File: src/rtl/ball_engine.sv
// Breakout game-state sequencer: moves the ball once per frame, resolves wall and
// paddle bounces, then walks the brick bitmap one brick per clock looking for a hit.
module ball_engine #(
    parameter int SCREEN_W     = 640,
    parameter int SCREEN_H     = 480,
    parameter int PADDLE_WIDTH = 64,
    parameter int BALL_SIZE    = 6,
    parameter int BALL_STEP    = 2,
    parameter int BRICK_ROWS   = 5,
    parameter int BRICK_COLS   = 10,
    parameter int BRICK_WIDTH  = 60,
    parameter int BRICK_HEIGHT = 18,
    parameter int BRICK_X0     = 20,
    parameter int BRICK_Y0     = 40,
    parameter int START_LIVES  = 3
) (
    input  logic                             clk,
    input  logic                             rst,
    input  logic                             frame_tick,
    input  logic                             launch,
    input  logic [9:0]                       paddle_x,
    input  logic [9:0]                       paddle_y,
    output logic [9:0]                       ball_x,
    output logic [9:0]                       ball_y,
    output logic [BRICK_ROWS*BRICK_COLS-1:0] brick_state,
    output logic [7:0]                       score,
    output logic [1:0]                       lives,
    output logic [2:0]                       game_state
);
    localparam int N_BRICKS = BRICK_ROWS * BRICK_COLS;
    localparam int IDX_W    = $clog2(N_BRICKS + 1);

    localparam logic [10:0] SCR_W     = 11'(SCREEN_W);
    localparam logic [10:0] SCR_H     = 11'(SCREEN_H);
    localparam logic [10:0] PAD_W     = 11'(PADDLE_WIDTH);
    localparam logic [10:0] BSZ       = 11'(BALL_SIZE);
    localparam logic [10:0] STEP      = 11'(BALL_STEP);
    localparam logic [10:0] BRW       = 11'(BRICK_WIDTH);
    localparam logic [10:0] BRH       = 11'(BRICK_HEIGHT);
    localparam logic [10:0] BX0       = 11'(BRICK_X0);
    localparam logic [10:0] BY0       = 11'(BRICK_Y0);
    localparam logic [10:0] SERVE_OFS = 11'((PADDLE_WIDTH - BALL_SIZE) / 2);
    localparam logic [9:0]  STEP10    = 10'(BALL_STEP);
    localparam logic [9:0]  BSZ10     = 10'(BALL_SIZE);
    localparam logic [9:0]  XMAX10    = 10'(SCREEN_W - BALL_SIZE);
    localparam logic [7:0]  LAST_ROW  = 8'(BRICK_ROWS - 1);
    localparam logic [7:0]  LAST_COL  = 8'(BRICK_COLS - 1);
    localparam logic [1:0]  LIVES0    = 2'(START_LIVES);

    typedef enum logic [2:0] {
        ST_SERVE = 3'd0, ST_WAIT = 3'd1, ST_MOVE = 3'd2, ST_SCAN = 3'd3,
        ST_LOST  = 3'd4, ST_WIN  = 3'd5, ST_OVER = 3'd6
    } state_t;

    state_t              state_r, state_n;
    logic [9:0]          ball_x_r, ball_x_n, ball_y_r, ball_y_n;
    logic                dx_r, dx_n, dy_r, dy_n;   // 1 = positive direction (right / down)
    logic [N_BRICKS-1:0] bricks_r, bricks_n, cleared_s;
    logic [7:0]          score_r, score_n;
    logic [1:0]          lives_r, lives_n;
    logic [7:0]          row_r, row_n, col_r, col_n;
    logic [IDX_W-1:0]    idx_r, idx_n;
    logic [10:0]         bx_r, bx_n, by_r, by_n;

    logic [10:0] bx11_s, by11_s, px11_s, py11_s, serve_x_s;
    logic [9:0]  mv_x_s, mv_y_s;
    logic        mv_dx_s, mv_dy_s, mv_lost_s, pad_hit_s, scan_hit_s;

    assign bx11_s    = {1'b0, ball_x_r};
    assign by11_s    = {1'b0, ball_y_r};
    assign px11_s    = {1'b0, paddle_x};
    assign py11_s    = {1'b0, paddle_y};
    assign serve_x_s = px11_s + SERVE_OFS;

    assign pad_hit_s = (by11_s + BSZ <= py11_s) && (by11_s + STEP + BSZ >= py11_s) &&
                       (bx11_s < px11_s + PAD_W) && (bx11_s + BSZ > px11_s);

    assign scan_hit_s = bricks_r[idx_r] &&
                        (bx11_s < bx_r + BRW) && (bx11_s + BSZ > bx_r) &&
                        (by11_s < by_r + BRH) && (by11_s + BSZ > by_r);

    // One frame of ball motion, both axes computed from the current registers
    always_comb begin
        mv_x_s    = ball_x_r;
        mv_dx_s   = dx_r;
        mv_y_s    = ball_y_r;
        mv_dy_s   = dy_r;
        mv_lost_s = 1'b0;
        if (dx_r) begin
            if (bx11_s + STEP + BSZ >= SCR_W) begin
                mv_x_s  = XMAX10;
                mv_dx_s = 1'b0;
            end else begin
                mv_x_s = ball_x_r + STEP10;
            end
        end else begin
            if (bx11_s < STEP) begin
                mv_x_s  = 10'd0;
                mv_dx_s = 1'b1;
            end else begin
                mv_x_s = ball_x_r - STEP10;
            end
        end
        if (!dy_r) begin
            if (by11_s < STEP) begin
                mv_y_s  = 10'd0;
                mv_dy_s = 1'b1;
            end else begin
                mv_y_s = ball_y_r - STEP10;
            end
        end else if (pad_hit_s) begin
            mv_y_s  = paddle_y - BSZ10;
            mv_dy_s = 1'b0;
        end else if (by11_s + STEP + BSZ >= SCR_H) begin
            mv_lost_s = 1'b1;
        end else begin
            mv_y_s = ball_y_r + STEP10;
        end
    end

    // Bitmap with the brick under the scan pointer knocked out
    always_comb begin
        cleared_s        = bricks_r;
        cleared_s[idx_r] = 1'b0;
    end

    // Next-state and datapath update for the game sequencer
    always_comb begin
        state_n  = state_r;
        ball_x_n = ball_x_r;
        ball_y_n = ball_y_r;
        dx_n     = dx_r;
        dy_n     = dy_r;
        bricks_n = bricks_r;
        score_n  = score_r;
        lives_n  = lives_r;
        row_n    = row_r;
        col_n    = col_r;
        idx_n    = idx_r;
        bx_n     = bx_r;
        by_n     = by_r;
        case (state_r)
            ST_SERVE: begin
                ball_x_n = (serve_x_s > 11'd1023) ? 10'h3FF : serve_x_s[9:0];
                ball_y_n = (paddle_y >= BSZ10) ? (paddle_y - BSZ10) : 10'd0;
                if (launch) begin
                    dx_n    = 1'b1;
                    dy_n    = 1'b0;
                    state_n = ST_WAIT;
                end else begin
                    state_n = ST_SERVE;
                end
            end
            ST_WAIT: begin
                if (frame_tick) begin
                    state_n = ST_MOVE;
                end else begin
                    state_n = ST_WAIT;
                end
            end
            ST_MOVE: begin
                if (mv_lost_s) begin
                    state_n = ST_LOST;
                end else begin
                    ball_x_n = mv_x_s;
                    ball_y_n = mv_y_s;
                    dx_n     = mv_dx_s;
                    dy_n     = mv_dy_s;
                    row_n    = 8'd0;
                    col_n    = 8'd0;
                    idx_n    = '0;
                    bx_n     = BX0;
                    by_n     = BY0;
                    state_n  = ST_SCAN;
                end
            end
            ST_SCAN: begin
                if (scan_hit_s) begin
                    bricks_n = cleared_s;
                    score_n  = score_r + 8'd1;
                    dy_n     = ~dy_r;
                    state_n  = (cleared_s == '0) ? ST_WIN : ST_WAIT;
                end else if ((row_r == LAST_ROW) && (col_r == LAST_COL)) begin
                    state_n = ST_WAIT;
                end else begin
                    idx_n = idx_r + 1'b1;
                    // Box corners tracked incrementally, row-major order
                    if (col_r == LAST_COL) begin
                        col_n = 8'd0;
                        row_n = row_r + 8'd1;
                        bx_n  = BX0;
                        by_n  = by_r + BRH;
                    end else begin
                        col_n = col_r + 8'd1;
                        bx_n  = bx_r + BRW;
                    end
                end
            end
            ST_LOST: begin
                lives_n = lives_r - 2'd1;
                state_n = (lives_r == 2'd1) ? ST_OVER : ST_SERVE;
            end
            ST_WIN, ST_OVER: begin
                if (launch) begin
                    bricks_n = {N_BRICKS{1'b1}};
                    score_n  = 8'd0;
                    lives_n  = LIVES0;
                    state_n  = ST_SERVE;
                end else begin
                    state_n = state_r;
                end
            end
            default: begin
                state_n = ST_SERVE;
            end
        endcase
    end

    // Sequencer state register
    always_ff @(posedge clk or posedge rst) begin
        if (rst) begin
            state_r <= ST_SERVE;
        end else begin
            state_r <= state_n;
        end
    end

    // Game datapath registers
    always_ff @(posedge clk or posedge rst) begin
        if (rst) begin
            ball_x_r <= 10'd0;
            ball_y_r <= 10'd0;
            dx_r     <= 1'b1;
            dy_r     <= 1'b0;
            bricks_r <= {N_BRICKS{1'b1}};
            score_r  <= 8'd0;
            lives_r  <= LIVES0;
            row_r    <= 8'd0;
            col_r    <= 8'd0;
            idx_r    <= '0;
            bx_r     <= BX0;
            by_r     <= BY0;
        end else begin
            ball_x_r <= ball_x_n;
            ball_y_r <= ball_y_n;
            dx_r     <= dx_n;
            dy_r     <= dy_n;
            bricks_r <= bricks_n;
            score_r  <= score_n;
            lives_r  <= lives_n;
            row_r    <= row_n;
            col_r    <= col_n;
            idx_r    <= idx_n;
            bx_r     <= bx_n;
            by_r     <= by_n;
        end
    end

    assign ball_x      = ball_x_r;
    assign ball_y      = ball_y_r;
    assign brick_state = bricks_r;
    assign score       = score_r;
    assign lives       = lives_r;
    assign game_state  = state_r;

endmodule
File: config.mk
export PLATFORM = sky130hd
export DESIGN_NAME = ball_engine
export DESIGN_NICKNAME = d
export VERILOG_FILES = /design/src/rtl/ball_engine.sv
export SDC_FILE = /design/constraint.sdc
export NUM_CORES = 1
export LEC_CHECK = 0
export ABC_AREA = 1
export BUFFER_PORTS_ARGS = -buffer_cell sky130_fd_sc_hd__clkbuf_2
export CORE_MARGIN = 2
export CORE_UTILIZATION = 35
export CTS_BUF_LIST = sky130_fd_sc_hd__clkbuf_4
export DETAILED_ROUTE_END_ITERATION = 8
export GPL_TIMING_DRIVEN = 1
export HOLD_SLACK_MARGIN = 0.08
export SLEW_MARGIN = 20
export SYNTH_ARGS = -nofsm -noshare
export SYNTH_HDL_FRONTEND = slang
export SYNTH_SLANG_ARGS = --single-unit
File: constraint.sdc
create_clock -name clk -period 4.7 [get_ports clk]
set_clock_uncertainty 0.05 [all_clocks]
set_input_delay 0.705 -clock clk [delete_from_list [all_inputs] [get_ports clk]]
set_output_delay 0.705 -clock clk [all_outputs]
set_load 0.02 [all_outputs]
# [Word-level counts from Yosys, hierarchy flattened]
# Index checks and enable logic that the tools add are counted.
# W data, S select, Z words.
[word_totals] regBits=129 input_bits=24 output_inout_bits=83 word_cells=169
[classes] n_addsub=20 order_cmp=16 n_eq_ne=18 mux=73 bitwise_logic=3 n_reduce_logical=26
[ops] operator="$mux W10" n=11
[ops] operator="$mux W50" n=2
[ops] operator="$pmux W50 S2" n=1
[ops] operator="$mux W11" n=8
[ops] operator="$mux W8" n=9
[ops] operator="$and A50 B50 Y50" n=1
[ops] operator="$logic_not A50 Y1" n=1
[ops] operator="$not A50 Y50" n=1
[ops] operator="$pmux W8 S2" n=3
[ops] operator="$pmux W11 S2" n=2
[ops] operator="$pmux W10 S2" n=2
[ops] operator="$lt A10 B11 Y1" n=3
[ops] operator="$add A8 B1 Y8 const B" n=3
[ops] operator="$add A10 B2 Y11 const B" n=2
[ops] operator="$add A10 B3 Y11 const B" n=2
[ops] operator="$add A11 B3 Y11 const B" n=2
[ops] operator="$gt A11 B11 Y1" n=2
[ops] operator="$add A10 B2 Y10 const B" n=2
[ops] operator="$lt A10 B2 Y1 const B" n=2
[ops] operator="$sub A10 B2 Y10 const B" n=2
[ops] operator="$mux W3" n=6
[ops] operator="$mux W6" n=3
[ops] operator="$pmux W3 S6" n=1
[ops] operator="$mux W1" n=17
[ops] operator="other kinds (42)" n=68

# [Logic depth before layout (Yosys ltp)]
# Gate-level depths: netlist (run 1).
[depth] depth_word=10 depth_mapped=24 mapped_depth_nobuf=22

# [Worst setup path after synthesis (run 1)]
# Ideal clock, no wire load.
[synth_path] kind="flip-flop to flip-flop" start="reg ball_y_r[3] (netlist: ball_y[3])" end="reg idx_r[2]" setup_ns=0.117 arrival_ns=3.009 t_required_ns=4.533 slack_ns=1.524 stages_incl_launch_ff=22 n_path_buf=1 synth_period_minus_slack_ns=3.176 path_cell_list="dfrtp_1 ha_1 nand2_1 nor2_1 nand3_1 nor2_1 xor2_1 ha_1 inv_1 nor2_1 nand3b_1 nor2_1 a21oi_1 nor2_2 nand2_4 nand3_4 nand2_1 inv_2 nand2_2 buf_6 nand2_1 nand2_1"
[synth_between] elab_chain_len=10 elab_cells_between_ends=19 classes_between="add/sub: 3; order compare: 5; eq/ne: 2; mux: 3; reduce/logical: 6"
[synth_lines] item="start, declared" line="56" rtl="logic [9:0] ball_x_r, ball_x_n, ball_y_r, ball_y_n;"
[synth_lines] item="start signal, assigned" line="245" rtl="ball_y_r <= ball_y_n;"
[synth_lines] item="$add A10 B2 Y11" line="75, 114"
[synth_lines] item="$add A11 B3 Y11" line="75, 114"
[synth_lines] item="$ge A11 B10 Y1" line="75" rtl="assign pad_hit_s = (by11_s + BSZ <= py11_s) && (by11_s + STEP + BSZ >= py11_s) &&"
[synth_lines] item="$logic_and A1 B1 Y1 (2 in series)" line="75"
[synth_lines] item="$logic_and A1 B1 Y1" line="76" rtl="(bx11_s < px11_s + PAD_W) && (bx11_s + BSZ > px11_s);"
[synth_lines] item="$mux W1" line="111" rtl="end else if (pad_hit_s) begin"
[synth_lines] item="$mux W1" line="104" rtl="if (!dy_r) begin"
[synth_lines] item="$ne A2 B2 Y1 (no source line)"
[synth_lines] item="$reduce_and A4 Y1 (no source line) (*)"
[synth_lines] item="end signal, assigned" line="253" rtl="idx_r <= idx_n;"
[synth_lines] item="end, declared" line="62" rtl="logic [IDX_W-1:0] idx_r, idx_n;"
# Every way passes the cells marked *; elsewhere a longest branch is shown, timed or not.
# A chain may end at the register's enable or synchronous reset.

# [Worst setup path in the final report (run 1)]
[layout_path] start="reg ball_x_r[3] (netlist: ball_x[3])" end="reg bricks_r[37] (netlist: brick_state[37])"
[layout_between] elab_chain_len=7 elab_cells_between_ends=9 classes_between="add/sub: 1; order compare: 2; eq/ne: 1; reduce/logical: 5"
[layout_lines] item="start, declared" line="56"
[layout_lines] item="start signal, assigned" line="244" rtl="ball_x_r <= ball_x_n;"
[layout_lines] item="$add A10 B3 Y11 / $lt A10 B11 Y1 (equally long branches)" line="79" rtl="(bx11_s < bx_r + BRW) && (bx11_s + BSZ > bx_r) &&"
[layout_lines] item="$gt A11 B11 Y1 / $logic_and A1 B1 Y1 (equally long branches)" line="79, 78"
[layout_lines] item="$logic_and A1 B1 Y1 (*) (2 in series)" line="79"
[layout_lines] item="$logic_and A1 B1 Y1 (*)" line="80" rtl="(by11_s < by_r + BRH) && (by11_s + BSZ > by_r);"
[layout_lines] item="$ne A2 B2 Y1 (no source line) (*)"
[layout_lines] item="$reduce_and A3 Y1 (no source line) (*)"
[layout_lines] item="end signal, assigned" line="235" rtl="bricks_r <= {N_BRICKS{1'b1}};"
[layout_lines] item="end signal, assigned" line="248" rtl="bricks_r <= bricks_n;"
[layout_lines] item="end, declared" line="58" rtl="logic [N_BRICKS-1:0] bricks_r, bricks_n, cleared_s;"
# Marks and branches as above.

==> results_dict.tcl, run 1 <==
set metrics [dict create \
    tightest_slew_ns 0.958 \
    cp_common_cell "nand3_1" \
    post_drt_wl_per_cell_microns 15.6 \
    coreArea_sq_mm 0.0314 \
    startpoint "ball_x[3]$_DFFE_PP0P_" \
    period_minus_slack_ns 4.07 \
    multi_input_area_sq_mm 0.00679 \
    syn_nets 1775 \
    path_cells "ha_1 -> nand3_1 -> inv_1 -> nand3_1 -> nor2_1 -> xor2_1 -> ha_1 -> nand2_1 -> nor2_1 -> nand3_1 -> nand2_1 -> nor2_1 -> nand3_1 -> nor2_1 -> nand2_1 -> inv_1 -> nand3_2 -> nand2_2 -> nand2_2 -> buf_12 -> nand2_1 -> nand3_1" \
    vdd.ir_drop.worst_mv 0.339 \
    place_ws_ns 0.747 \
    gp_congestion 0.961 \
    die_w_microns 182 \
    p_leak_nw 6.73 \
    status "completed" \
    crit_end "brick_state[37]$_DFFE_PP1P_" \
    core.rowCount 65 \
    layout_commonest_cell "nand2_1" \
    hold_ws_ns 0.297 \
    floorplan.die_area_sq_mm 0.0332 \
    postRouteWirelength_microns 33700 \
    arrival_ns 4.48 \
    synthesis.area_sq_mm 0.0111 \
    cp_num_cells 22 \
    critPathBufInv 3 \
    clk_root_buffer_cell "clkbuf_4" \
    cts_resized 0 \
    drv_slew 0 \
    p_per_area_mw_per_mm2 565 \
    cts_setup_buffers 0 \
    grt_pass1_wl_microns 55000 \
    max_cap_violations 0 \
    fmax_mhz 246 \
    die_y_microns 182 \
    drt_first_iter_violations 897 \
    yosys_register_bits 126 \
    grt_antenna_before_repair 1 \
    switching_share_pct 54.2 \
    seqCellArea_sq_mm 0.00322 \
    fin_ws_ns 0.634 \
    io_buffers 106 \
    crit_required_ns 5.11 \
    clkLatencyLatePin_ns 0.57 \
    avgViaCountPerCell 5.04 \
    yosysSeqAreaShare_pct 29.0 \
    yosysWarnings 0 \
    async_reset_ff_share_pct 100 \
    vias 10900 \
    clockBufferDepth 2 \
    setup_viol 0 \
    tns_ns 0 \
    crit_fanout 38 \
    htreeDepth 4 \
    placed_area_sq_mm 0.0119 \
    critPathLaunchType "flop" \
    final_area_sq_mm 0.0123 \
    ios 107 \
    finalCritPeriodShare_pct 86.5 \
    p_clk_share_pct 13.0 \
    drc 0 \
    finalPower_mw 6.93 \
    slowest_stage "dfrtp_1" \
    p_switching_mw 3.76 \
    cp-end-kind "flop" \
    min_path_type "in -> async" \
    place_inst 2123 \
    cts_hold_buffers 0 \
    numCtsBuffers 17 \
    fin_nets 1861 \
    utilization_pct 39.1 \
    grt_max_degree 101 \
    slew_headroom_pct 36.1 \
    pwr-share-comb_pct 62.3 \
    intPower_mw 3.17 \
    regToRegEndpoint "brick_state[37]$_DFFE_PP1P_" \
    cts_tree "built" \
    antenna_left 0 \
    hold_violations 0 \
    start_util_pct 35.4 \
    grt-ovfl-total 0 \
    area_delta_synth_final_pct 10.3 \
    nFillCells 3362 \
    path_clk_slew_ns 0.15 \
    yosysUniqueCellTypes 45 \
    clock-sinks 126 \
    track_usage_pct 20.7 \
    drt_first_pass_iters 5 \
    worst-setup-path-type "reg -> reg" \
    first_global_vias 10400 \
    finalNonFillerCells 2155 \
    slowest_delay_ns 0.60 \
    synth-edff-count 0 \
    mostFrequentLayoutCells "nand2_1 (493), inv_1 (191), nor2_1 (167), nand3_1 (163), clkbuf_2 (106)" \
    reg2regPathDepth 22 \
    regToRegSetupSlack_ns 0.63 \
    critical-path-top-delay-family "simple AND/OR/NAND/NOR gates" \
    drive_gt1_share_pct 13.8 \
    dp_hpwl_microns 25100 \
    r2r_start "ball_x[3]$_DFFE_PP0P_" \
    ys.flop_type "dfrtp_1" \
    rsz0062_at_grt "false" \
    syn_inst 1654 \
    syn_avg_cell_area_sq_um 6.72 \
    pwr-share-seq_pct 24.7 \
]
[worst min path at each step]
stage | cells after the start | end
detailed placement | 2 | by_r[10]$_DFFE_PP0P_
global placement | 2 | by_r[4]$_DFFE_PP0P_
floorplan | 2 | by_r[10]$_DFFE_PP0P_
global route | 2 | row_r[3]$_DFFE_PP0P_
finish | 2 | row_r[3]$_DFFE_PP0P_
CTS | 2 | ball_x[1]$_DFFE_PP0P_
[flip-flops by register name (all words and copies together), names as in the netlist]
name	count
bx_r	9
col_r	8
game_state	3
lives	2
by_r	10
brick_state	50
dx_r	1
idx_r	6
dy_r	1
row_r	8
ball_y	10
score	8
ball_x	10
[metal layers]
layer  up-vias  global-route usage [%]  share of wire, %
met4         0                    5.74               1.9
met2       293                    34.6                47
li1       5491                       -                 -
met3        48                    3.59               4.9
met5         -                       0                 0
met1      5022                    27.6                46
[cells in the mapped netlist, types with 4 or more instances]
library cell,instances,area share [%]
dfrtp_1,69,16
nand3b_1,6,0.41
buf_2,12,0.54
a21o_1,4,0.27
nand2_1,493,17
o21ai_1,4,0.18
nor4_1,4,0.23
nand3_1,163,7.3
nand4_1,32,1.8
inv_2,4,0.14
xnor2_1,4,0.32
ha_1,96,11
a21oi_1,73,3.3
buf_4,6,0.41
o21ai_0,79,3.6
o21bai_1,4,0.27
inv_1,192,6.5
or2_2,7,0.39
nand2_4,4,0.41
dfstp_2,57,13
xor2_1,73,5.8
buf_6,13,1.3
o21a_1,7,0.47
nor3_1,18,0.81
nor2_1,167,5.6
clkbuf_1,19,0.64
nand2_2,6,0.34
[power by group through the flow]
stage / sequential [mW] / clock (mW) / combinational, mW
after global routing: 1.75 / 0.975 / 4.91
after floorplan: 1.70 / 0 / 3.15
after detailed placement: 1.73 / 0 / 4.28
after CTS: 1.71 / 0.923 / 4.31
after global placement: 1.72 / 0 / 4.26
final: 1.71 / 0.902 / 4.31
[logic make-up (layout without fill, tap and decap cells)]
| logic type | count (synthesis) | in the layout | synth area share [%] |
|---|---|---|---|
| fa+ha+maj | 97 | 97 | 11.0 |
| buf+inv | 255 | 353 | 9.89 |
| compound gates | 185 | 185 | 8.97 |
| simple gates | 913 | 913 | 35.0 |
| mux | 1 | 1 | 0.101 |
| xor+xnor | 77 | 77 | 6.07 |
| other cells | 0 | 1 | 0 |
| flops | 126 | 126 | 29.0 |
[final cells by class]
| type | count | area share (%) |
|---|---|---|
| antenna | 1 | 0.0204 |
| inverter | 201 | 6.23 |
| clock inverter | 13 | 1.51 |
| tap | 402 | 4.10 |
| clock buffer | 18 | 1.10 |
| sequential | 126 | 26.3 |
| multi-input combinational | 1273 | 55.4 |
| timing repair buffer | 121 | 5.35 |
Note: power is estimated with default switching activity, not from simulation.
==> run 2, diff against run 1 <==
Clock period 4.7 ns to 3.37 ns, I/O delays scaled along.
==> run 2 against run 1 <==
Register-to-register slack worse by 0.54 ns. Critical path depth did not move. Total power is 53% higher. Worst setup slack worse by 0.54 ns. Non-clock buffer count is 62 higher. Design area rose by 6.6%. Via count rose by 2.7%. First-iteration DRC count shrank 5.2%. Global-route usage down 0.53 points. Clock-buffer cell count is 1 lower. Die area unchanged. Largest cell class unchanged. Highest routed layer unchanged.
==> results_dict.tcl, run 2 (synthesized netlist as in run 1, its figures left out) <==
set metrics [dict create \
    fin_nets 1923 \
    slowest_delay_ns 0.44 \
    holdPathEnd "ball_y[0]$_DFFE_PP0P_" \
    post_drt_wl_per_cell_microns 15.4 \
    arrival_ns 3.70 \
    slowest_stage "dfrtp_1" \
    holdPathStages 3 \
    drive_gt1_share_pct 18.6 \
    coreArea_sq_mm 0.0314 \
    postRouteWirelength_microns 34200 \
    vdd.ir_drop.worst_mv 0.527 \
    finalNonFillerCells 2218 \
    avgViaCountPerCell 5.02 \
    clock-sinks 126 \
    grt_max_degree 67 \
    dp_hpwl_microns 25400 \
    ios 107 \
    regToRegSetupSlack_ns 0.1 \
    r2r_start "ball_y[4]$_DFFE_PP0P_" \
    crit_required_ns 3.80 \
    switching_share_pct 53.1 \
    startpoint "ball_y[4]$_DFFE_PP0P_" \
    worst-setup-path-type "reg -> reg" \
    critPathLaunchType "flop" \
    slew_headroom_pct 44.3 \
    setup_viol 0 \
    io_buffers 106 \
    pwr-share-seq_pct 21.2 \
    track_usage_pct 20.2 \
    path_cells "ha_4 -> nand2_1 -> nor2_2 -> nand3_2 -> nor2_4 -> xor2_2 -> buf_4 -> ha_1 -> inv_1 -> nor2_2 -> nand3b_1 -> nor2_1 -> a21oi_1 -> buf_4 -> nor2_4 -> nand2_4 -> nand3_4 -> nand2_8 -> clkinv_8 -> nand3_1 -> o21ai_1 -> buf_4" \
    fmax_mhz 306 \
    grt_antenna_before_repair 1 \
    drv_slew 0 \
    drc 0 \
    largest_reg_flops 50 \
    finalPower_mw 10.6 \
    htreeDepth 4 \
    multi_input_area_sq_mm 0.00702 \
    p_per_area_mw_per_mm2 812 \
    p_clk_share_pct 11.0 \
    clockBufferDepth 2 \
    max_cap_violations 0 \
    hold_start "paddle_y[0]" \
    grt-ovfl-total 0 \
    mostFrequentLayoutCells "nand2_1 (490), inv_1 (191), nand3_1 (161), nor2_1 (156), clkbuf_2 (106)" \
    drt_first_iter_violations 850 \
    path_clk_slew_ns 0.13 \
    clk_root_buffer_cell "clkbuf_4" \
    pwr-share-comb_pct 67.8 \
    vias 11100 \
    reg2regPathDepth 22 \
    cp_common_cell "buf_4" \
    seqCellArea_sq_mm 0.00323 \
    tightest_slew_ns 0.828 \
    cp-end-kind "flop" \
    layout_commonest_cell "nand2_1" \
    nFillCells 3335 \
    numCtsBuffers 17 \
    regToRegEndpoint "ball_x[7]$_DFFE_PP0P_" \
    area_delta_synth_final_pct 17.6 \
    die_w_microns 182 \
    cts_tree "built" \
    place_inst 2168 \
    hold_violations 0 \
    min_path_type "in -> reg" \
    gp_congestion 0.950 \
    die_y_microns 182 \
    rsz0062_at_grt "true" \
    core.rowCount 65 \
    status "completed" \
    period_minus_slack_ns 3.27 \
    clkLatencyLatePin_ns 0.59 \
    crit_fanout 27 \
    grt_pass1_wl_microns 53900 \
    intPower_mw 4.98 \
    p_leak_nw 7.10 \
    finalCritPeriodShare_pct 97.1 \
    antenna_left 0 \
    start_util_pct 35.4 \
    p_switching_mw 5.64 \
    floorplan.die_area_sq_mm 0.0332 \
    first_global_vias 10400 \
    drt_first_pass_iters 5 \
]
run 2: cell count changes in the layout (fill, tap and decap cells not counted), moves of 5 or more:
cell / change
ha_1: -5
xor2_1: -6
xor2_2: +6
nor2_2: +7
nor2_1: -11
buf_4: +50
run 2: cell type report:
class,instances,share of cell area (%)
Sequential cell,126,24.7
Clock buffer,17,0.976
Tap cell,402,3.85
Inverter,201,5.97
Multi-Input combinational cell,1273,53.7
Timing Repair Buffer,183,9.49
Clock inverter,15,1.30
Antenna cell,1,0.0191
run 2: what timing repair did:
item                                    4_1_cts  5_1_grt
endpoints found under the setup margin        3      123
endpoints found under the hold margin         6        0
buffers inserted                              0       13
cloned                                        0        3
hold buffers                                  1        0
resized for setup                             4       59
pin swaps                                     0       13
run 2: how the worst max path moves through the flow:
stage	slack (ns)	to	cells past startpoint
floorplan	0.19	idx_r[2]$_DFFE_PP0P_	21
global placement	-0.11	ball_x[7]$_DFFE_PP0P_	19
detailed placement	-0.05	ball_x[7]$_DFFE_PP0P_	20
CTS	0.02	ball_x[7]$_DFFE_PP0P_	21
global route	-0.05	score[5]$_DFFE_PP0P_	22
finish	0.1	ball_x[7]$_DFFE_PP0P_	22
run 2: worst max-delay path, delay by kind of cell, from the launching register on:
kind            cells  cell delay [ns]
simple gates       12             1.18
buf+inv             5             0.64
compound gates      2             0.27
flops               1             0.44
xor+xnor            1             0.20
fa+ha+maj           2             0.39
run 2: routing by layer:
layer  GRT usage (%)  part of all wire [%]
met1            26.9                    46
met2            33.8                    47
met3            3.41                   5.3
met4            5.65                   2.1
met5               0                     0
run 2: power by group through the flow:
stage          combinational (mW)  sequential (mW)  clock [mW]
2_1_floorplan                4.39             2.38           0
3_3_place_gp                 6.49             2.25           0
3_5_place_dp                 6.57             2.25           0
4_1_cts                      6.62             2.23        1.19
5_1_grt                      8.09             2.30        1.26
6_report                     7.19             2.25        1.17
run 2: through the flow:
stage | TNS [ns] | hold WS [ns] | setup WS (ns) | utilization (%) | instance area, sq um
3_3_place_gp | -0.110 | 0.408 | -0.109 | 39.2 | 12300
6_report | 0 | 0.193 | 0.0983 | 41.6 | 13100
5_1_grt | -0.596 | 0.173 | -0.0490 | 41.6 | 13100
2_1_floorplan | 0 | 0.392 | 0.194 | - | 11100
4_1_cts | 0 | 0.178 | 0.0202 | 40.2 | 12600
3_5_place_dp | -0.0518 | 0.417 | -0.0518 | 39.2 | 12300
